==> config.mk <==
export PLATFORM = sky130hd
export DESIGN_NAME = tsu_ts_stamp
export DESIGN_NICKNAME = d
export VERILOG_FILES = /design/src/rtl/tsu_pkg.sv /design/src/rtl/tsu_ts_fifo.sv /design/src/rtl/tsu_ts_stamp.sv
export SDC_FILE = /design/constraint.sdc
export NUM_CORES = 2
export LEC_CHECK = 0
export CAP_MARGIN = 40
export CORE_MARGIN = 1.5
export CORE_UTILIZATION = 55
export DETAILED_ROUTE_END_ITERATION = 8
export PLACE_DENSITY_LB_ADDON = 0.2
export SLEW_MARGIN = 40
export SYNTH_ARGS = -nofsm -noshare
export SYNTH_HDL_FRONTEND = slang
export SYNTH_SLANG_ARGS = --single-unit
==> constraint.sdc <==
create_clock -name clk -period 9.9 [get_ports clk]
set_input_delay 2.97 -clock clk [delete_from_list [all_inputs] [get_ports clk]]
set_output_delay 2.97 -clock clk [all_outputs]
set_load 0.02 [all_outputs]
==> src/rtl/tsu_pkg.sv <==
// Shared time-value types and helpers for the tsu timestamp path.
package tsu_pkg;

  localparam int TS_BITS   = 64;
  localparam int FRAC_BITS = 16;

  typedef logic [TS_BITS-1:0] ts_t;

  // Whole picoseconds to fixed-point time, with FRAC_BITS fractional bits.
  function automatic ts_t ps_to_ts(input int ps);
    return ts_t'(ps) << FRAC_BITS;
  endfunction

endpackage

==> src/rtl/tsu_ts_fifo.sv <==
// Synchronous FIFO with a registered head. Push and pop in the same cycle
// are both honoured. A push while full without a pop is reported on drop.
module tsu_ts_fifo #(
  parameter int W     = 64,
  parameter int DEPTH = 4
) (
  input  logic                     clk,
  input  logic                     rst,
  input  logic                     push,
  input  logic [W-1:0]             din,
  input  logic                     pop,
  output logic [W-1:0]             dout,
  output logic                     dout_v,
  output logic [$clog2(DEPTH):0]   cnt,
  output logic                     drop
);

  localparam int AW = $clog2(DEPTH);
  localparam int CW = AW + 1;

  logic [W-1:0]  mem [DEPTH];
  logic [AW-1:0] wr_ptr, rd_ptr, rd_ptr_nx;
  logic [CW-1:0] cnt_q;
  logic          empty, full, do_pop, do_push;
  logic [W-1:0]  head_nx;

  // Handshake qualification and the value the head register takes next.
  always_comb begin
    empty     = (cnt_q == '0);
    full      = (cnt_q == CW'(DEPTH));
    do_pop    = pop && !empty;
    do_push   = push && (!full || do_pop);
    drop      = push && full && !do_pop;
    rd_ptr_nx = do_pop ? rd_ptr + AW'(1) : rd_ptr;
    head_nx   = dout;
    // The pushed entry becomes head only when nothing older survives this edge.
    if (do_push && (empty || (do_pop && cnt_q == CW'(1))))
      head_nx = din;
    else if (do_pop && cnt_q > CW'(1))
      head_nx = mem[rd_ptr_nx];
  end

  // Pointers, occupancy and the registered head.
  always_ff @(posedge clk) begin
    if (rst) begin
      wr_ptr <= '0;
      rd_ptr <= '0;
      cnt_q  <= '0;
      dout   <= '0;
    end else begin
      if (do_push) wr_ptr <= wr_ptr + AW'(1);
      rd_ptr <= rd_ptr_nx;
      dout   <= head_nx;
      case ({do_push, do_pop})
        2'b10:   cnt_q <= cnt_q + CW'(1);
        2'b01:   cnt_q <= cnt_q - CW'(1);
        default: cnt_q <= cnt_q;
      endcase
    end
  end

  // Entry storage.
  // NOTE: the array is not reset; the pointers and count define which
  // entries are live, so stale contents are never observed.
  always_ff @(posedge clk) begin
    if (do_push) mem[wr_ptr] <= din;
  end

  assign dout_v = !empty;
  assign cnt    = cnt_q;

endmodule

==> src/rtl/tsu_ts_stamp.sv <==
// Converts tsu phase measurements into absolute 1588 timestamps of the
// foreign-clock marker edge and queues them for the PTP consumer.
module tsu_ts_stamp #(
  parameter int RAT_PREC_BITS = 32,
  parameter int SCALE_BITS    = 32,
  parameter int TS_BITS       = tsu_pkg::TS_BITS,
  parameter int FIFO_DEPTH    = 4,
  parameter int DROP_BITS     = 8
) (
  input  logic                          clk,
  input  logic                          rst,
  input  logic [TS_BITS-1:0]            i_time,
  input  logic [RAT_PREC_BITS-1:0]      i_phase,
  input  logic                          i_phase_v,
  input  logic [SCALE_BITS-1:0]         i_scale,
  input  logic [TS_BITS-1:0]            i_adj,
  input  logic                          i_clr_ovf,
  output logic [TS_BITS-1:0]            o_ts,
  output logic                          o_ts_v,
  input  logic                          i_ts_rdy,
  output logic [$clog2(FIFO_DEPTH):0]   o_cnt,
  output logic                          o_ovf,
  output logic [DROP_BITS-1:0]          o_drop_cnt
);

  localparam int PROD_BITS = RAT_PREC_BITS + SCALE_BITS;

  logic                 v1, v2;
  logic [TS_BITS-1:0]   t_cap, ts;
  logic [PROD_BITS-1:0] prod;
  logic                 drop;

  // Valid pipeline; only the valids are flushed by reset.
  always_ff @(posedge clk) begin
    if (rst) begin
      v1 <= 1'b0;
      v2 <= 1'b0;
    end else begin
      v1 <= i_phase_v;
      v2 <= v1;
    end
  end

  // Datapath: capture time and full-width product, then subtract (wrapping).
  // NOTE: datapath registers carry no reset; they are qualified by v1/v2.
  always_ff @(posedge clk) begin
    t_cap <= i_time;
    prod  <= PROD_BITS'(i_phase) * PROD_BITS'(i_scale);
    ts    <= t_cap - TS_BITS'(prod) - i_adj;
  end

  tsu_ts_fifo #(
    .W     (TS_BITS),
    .DEPTH (FIFO_DEPTH)
  ) u_fifo (
    .clk    (clk),
    .rst    (rst),
    .push   (v2),
    .din    (ts),
    .pop    (i_ts_rdy),
    .dout   (o_ts),
    .dout_v (o_ts_v),
    .cnt    (o_cnt),
    .drop   (drop)
  );

  // Sticky overflow flag and saturating drop count; a drop beats a clear.
  always_ff @(posedge clk) begin
    if (rst) begin
      o_ovf      <= 1'b0;
      o_drop_cnt <= '0;
    end else if (drop) begin
      o_ovf <= 1'b1;
      if (i_clr_ovf)
        o_drop_cnt <= DROP_BITS'(1);
      else if (o_drop_cnt != '1)
        o_drop_cnt <= o_drop_cnt + DROP_BITS'(1);
    end else if (i_clr_ovf) begin
      o_ovf      <= 1'b0;
      o_drop_cnt <= '0;
    end
  end

endmodule

# After elaboration in Yosys (flattened, before gate mapping)
# Memory sizes are Yosys's and may differ from the RTL's.
# Index checks and enable logic that the tools add are counted.
[op_classes] muxes=12 n_mul=1 n_reduce_logical=18 order_cmp=1 n_addsub=7 n_eq_ne=5
[op_table] operator="64-bit two-way mux" count=2
[op_table] operator="64-bit subtractor" count=2
[op_table] operator="32-bit by 32-bit multiplier with 64-bit output" count=1
[op_table] operator="8-bit two-way mux" count=4
[op_table] operator="8-bit by 1-bit adder with 8-bit output (second input constant)" count=1
[op_table] operator="8-bit inequality test (second input constant)" count=1
[op_table] operator="2-bit nonzero test" count=4
[op_table] operator="1-bit logical AND" count=7
[op_table] operator="3-bit case mux with 2 select lines" count=1
[op_table] operator="2-bit by 1-bit adder with 2-bit output (second input constant)" count=2
[op_table] operator="1-bit two-way mux" count=4
[op_table] operator="3-bit by 1-bit adder with 3-bit output (second input constant)" count=1
[op_table] operator="3-bit by 1-bit == test with 1-bit output (second input constant)" count=1
[op_table] operator="3-bit == test (second input constant)" count=1
[op_table] operator="3-bit by 1-bit greater-than comparator with 1-bit output (second input constant)" count=1
[op_table] operator="1-bit zero test" count=3
[op_table] operator="3-bit zero test" count=1
[op_table] operator="3-bit by 1-bit subtractor with 3-bit output (second input constant)" count=1
[op_table] operator="2-bit by 1-bit == test with 1-bit output (second input constant)" count=1
[op_table] operator="2-bit == test (second input constant)" count=1
[op_table] operator="1-bit logical OR" count=2
[op_table] operator="2-bit two-way mux" count=1
[op_table] operator="2-bit AND reduction" count=1
[totals] regBits=274 output_inout_bits=77 mem_bits_rw=256 input_bits=197 elab_cells=56 mem_count=1
[memory_table] name="u_fifo.mem" words=4 word_bits=64 read_ports=1 rd_ports_with_merged_regs=0 wr=1 line_no="tsu_ts_fifo.sv:21" rtl="logic [W-1:0] mem [DEPTH];"

# Depth between registers and ports, before layout
[logic_depth] word_depth=7 ltp_mapped=30 depth_no_buf=28

# Hierarchy
# From an unflattened synthesis, not the netlist that was laid out.
[unflattened] cells_unflattened=5724 hier_area_um2=58663.8
[by_module_without_submodules] module="tsu_ts_stamp" n_inst=1 seq_area_each_um2=4063.9 cells_each=4735 area_each_um2=43555.5
[by_module_without_submodules] module="tsu_ts_fifo" n_inst=1 seq_area_each_um2=9108.7 cells_each=989 area_each_um2=15108.2

# Least setup slack after synthesis
# No wires, ideal clock.
[synth_timing] path_type="input to register" from="in i_phase[10]" to="reg prod[63]" path_slack_ns=0.136 arrival_time_ns=9.643 path_stages=25 required_ns=9.779 path_buffers=2 setup_time_ns=0.121 path_cell_list="clkbuf_1 and2_1 fa_1 inv_1 fa_1 inv_1 fa_1 inv_1 fa_1 inv_1 fa_1 fa_1 fa_1 fa_1 ha_1 clkbuf_1 nand4_1 or2_1 or3_1 o21ai_1 a21oi_1 a21oi_1 a31o_2 a31oi_1 xnor2_1"
[synth_via] elab_chain_len=1
[synth_lines] item="start, declared" line_no="tsu_ts_stamp.sv:13" rtl="input logic [RAT_PREC_BITS-1:0] i_phase,"
[synth_lines] item="32-bit by 32-bit multiplier with 64-bit output" line_no="tsu_ts_stamp.sv:48" rtl="prod <= PROD_BITS'(i_phase) * PROD_BITS'(i_scale);"
[synth_lines] item="end signal, assigned" line_no="tsu_ts_stamp.sv:48"
[synth_lines] item="end, declared" line_no="tsu_ts_stamp.sv:30" rtl="logic [PROD_BITS-1:0] prod;"
# No other way between the ends.
# A chain may end at the register's enable or synchronous reset.

# Worst setup path in the final report
[layout_timing] from="in i_phase[19]" to="reg prod[60]"
# Same word-level chain as after synthesis.

==> reports/metrics.cfg <==
[status]
status=finished clean

[critical_path]
end_kind=flop
criticalPathCategory=in -> reg
reg2reg_depth=16
timing.rr.end=ts[62]$_DFF_P_
worst-endpoint-required_ns=10.41
cp.arrival_ns=10.24
r2r_slack_ns=5.12
cp-start-kind=input port
cp_max_fo=17
r2r-start=prod[0]$_DFF_P_

[synthesis]
synth_edf_count=256
synth_area_um2=55200
yosys-top-cells-area=fa_1 (35%), edfxtp_1 (14%), dfxtp_1 (9.9%)
synth_top_flop_cell=dfxtp_1
post-synth-top-area-cell=fa_1
ys_seq_area_share_pct=23.8
ys_seq_elements=530
async_flop_share_pct=0
avgSynthCellArea_um2=10.4
yosysWarnings=0
netlist_instances=5305
synth_nets=6799
synth_top_area_share_pct=34.8
yosysUniqueCellTypes=76

[die]
ioPinCount=274
design.core.area_um2=99900
row_count=116
dieHeight_um=320
start_util_pct=55.3
die_w_um=320
die_area_um2=102000

[worst_hold_path]
hp-class=reg -> reg
min_to=v2$_SDFF_PP0_
hp-start=v1$_SDFF_PP0_
hold_depth=1

[drt]
dr.pass1.iters=5
viasPerCell=5.46
drtIter0Drc=2724
drc_errors=0
ant_nets=0
totalWireLength_um=154000
drt-wirelength-per-cell_um=21.5
vias=39200

[sta]
layout_worst_path_cycle_share_pct=98.3
skew_ns=0.0224
hold_viol=0
drv_slew=0
finalSetupViolCount=0
worst_slack_ns=0.167
relSlewSlack_pct=48.6
fin_setup_tns_ns=0
period_minus_slack_ns=9.73
fmax_mhz=103
worst_pin_slew_ns=0.772

[cells_and_area]
final_cell_mix=inv_1 (1012), fa_1 (942), and2_1 (602)
final_nets=7338
syn2layout_area_growth_pct=19.1
drive_gt1_share_pct=12.5
final_common_cell=inv_1
n_fill_cell=7757

[placement]
port_buffers=273
finalWeightedCongestion=0.965
dp_slack_ns=-0.704
dpl.hpwl_um=118000

[cts]
cts_tree=done
cts_hold_buf=0
cts.reportedPaths.clkPinSlew_ns=0.07
cts_buffers=46
htreeDepth=2
clock-root-buffer=clkbuf_16
clk_latency_ns=0.58
clk_path_buf_depth=3
cts.sinks=530

[grt]
grt_max_degree=93
grt_pass1_vias=41300
grtUsageTotal_pct=29.0
grt.overflow.total=0
antenna_found_initial=2
grt_pass1_wl_um=230000

[flow_run]
drv_cap=0

-- registers in the layout, summed over array words and instances, names as in the netlist --
name,count
o_drop_cnt,8
o_ovf,1
prod,64
t_cap,64
ts,64
u_fifo.cnt,3
u_fifo.dout,64
u_fifo.mem,256
u_fifo.rd_ptr,2
u_fifo.wr_ptr,2
v1,1
v2,1
-- Yosys cell counts (6+ instances only) --
library cell     n
inv_1         1013
fa_1           959
and2_1         603
nand2_1        523
ha_1           338
dfxtp_1        274
clkbuf_1       261
edfxtp_1       256
nor2_1         154
a21oi_1        140
xnor2_1         90
a211oi_1        78
mux2i_1         66
a21o_1          65
mux4_2          64
o21ai_0         58
xor2_1          47
nand4_1         31
nand3_1         28
o21bai_1        24
a31oi_1         22
nor2b_1         22
and3_1          19
nor3_1          15
o21a_1          15
o21ai_1         12
buf_1           11
a41oi_1          7
buf_2            6
nand2b_1         6
-- final cells by class --
| class | count | area, um^2 | area share [%] |
|---|---|---|---|
| Timing Repair Buffer | 771 | 8010 | 12.2 |
| Sequential cell | 530 | 13200 | 20.0 |
| Inverter | 1013 | 3800 | 5.78 |
| Tap cell | 1298 | 1620 | 2.47 |
| Multi-Input combinational cell | 3482 | 37600 | 57.1 |
| Clock inverter | 31 | 338 | 0.514 |
| Antenna cell | 1 | 2.50 | 0.00380 |
| Clock buffer | 54 | 1250 | 1.90 |
-- timing repair --
item                       CTS  global route
buffers inserted             0            11
gates resized for setup      7           120
cloned                       0            30
setup endpoints to repair    8            26
pin swaps                    5            40
-- kinds of logic after synthesis --
group                    after synthesis  share of synthesized area (%)
AO/OA/AOI/OAI                        492                           5.90
XOR/XNOR                             137                           2.17
adder cells (fa/ha/maj)             1297                           42.4
buffers and inverters               1293                           8.81
flip-flops                           530                           23.8
multiplexers                         130                           3.81
AND/OR/NAND/NOR                     1426                           13.0
-- critical path, stage by stage --
cell,delay [ns]
clkdlybuf4s50_1,0.51
buf_12,0.16
and2_1,0.16
fa_1,0.45
fa_1,0.57
inv_1,0.05
fa_1,0.48
fa_1,0.52
inv_1,0.05
fa_1,0.52
fa_1,0.57
fa_1,0.45
fa_1,0.63
ha_4,0.23
nand2_2,0.06
nor4_1,0.05
and3_1,0.17
a211o_1,0.30
o21a_2,0.23
a311o_1,0.30
and2_4,0.17
a221o_1,0.35
a21oi_2,0.14
xnor2_1,0.12
-- metrics by stage --
| stage | area [um^2] | std cells | util (%) | hold slack (ns) |
|---|---|---|---|---|
| finish | 65800 | 7180 | 65.9 | 0.443 |
| CTS | 64500 | 7137 | 64.6 | 0.447 |
| global placement | 62900 | 7052 | 63.0 | 0.429 |
| floorplan | 55200 | 5305 | - | 0.414 |
| global route | 65800 | 7180 | 65.9 | 0.467 |
| detailed placement | 62900 | 7052 | 63.0 | 0.429 |
-- routing by layer --
layer | GRT usage, % | vias to the layer above | routed length, um
li1 | - | 17500 | -
met1 | 39.2 | 19800 | 62100
met2 | 48.7 | 1534 | 73200
met3 | 4.62 | 287 | 12500
met4 | 8.27 | 2 | 6450
met5 | 0 | - | 57
-- worst max-delay path by stage --
stage,start,endpoint,slack [ns],depth (start not counted)
2_1_floorplan,i_phase[10],prod[63]$_DFF_P_,0.14,25
3_3_place_gp,i_phase[16],prod[60]$_DFF_P_,-0.68,26
3_5_place_dp,i_phase[20],prod[63]$_DFF_P_,-0.70,25
4_1_cts,i_phase[16],prod[60]$_DFF_P_,0.003,26
5_1_grt,i_phase[19],prod[61]$_DFF_P_,-0.04,24
6_report,i_phase[19],prod[60]$_DFF_P_,0.17,24
Power is left out: the tool's default activity adds up to more than one toggle a clock period on the data nets, which glitch-free logic cannot reach.
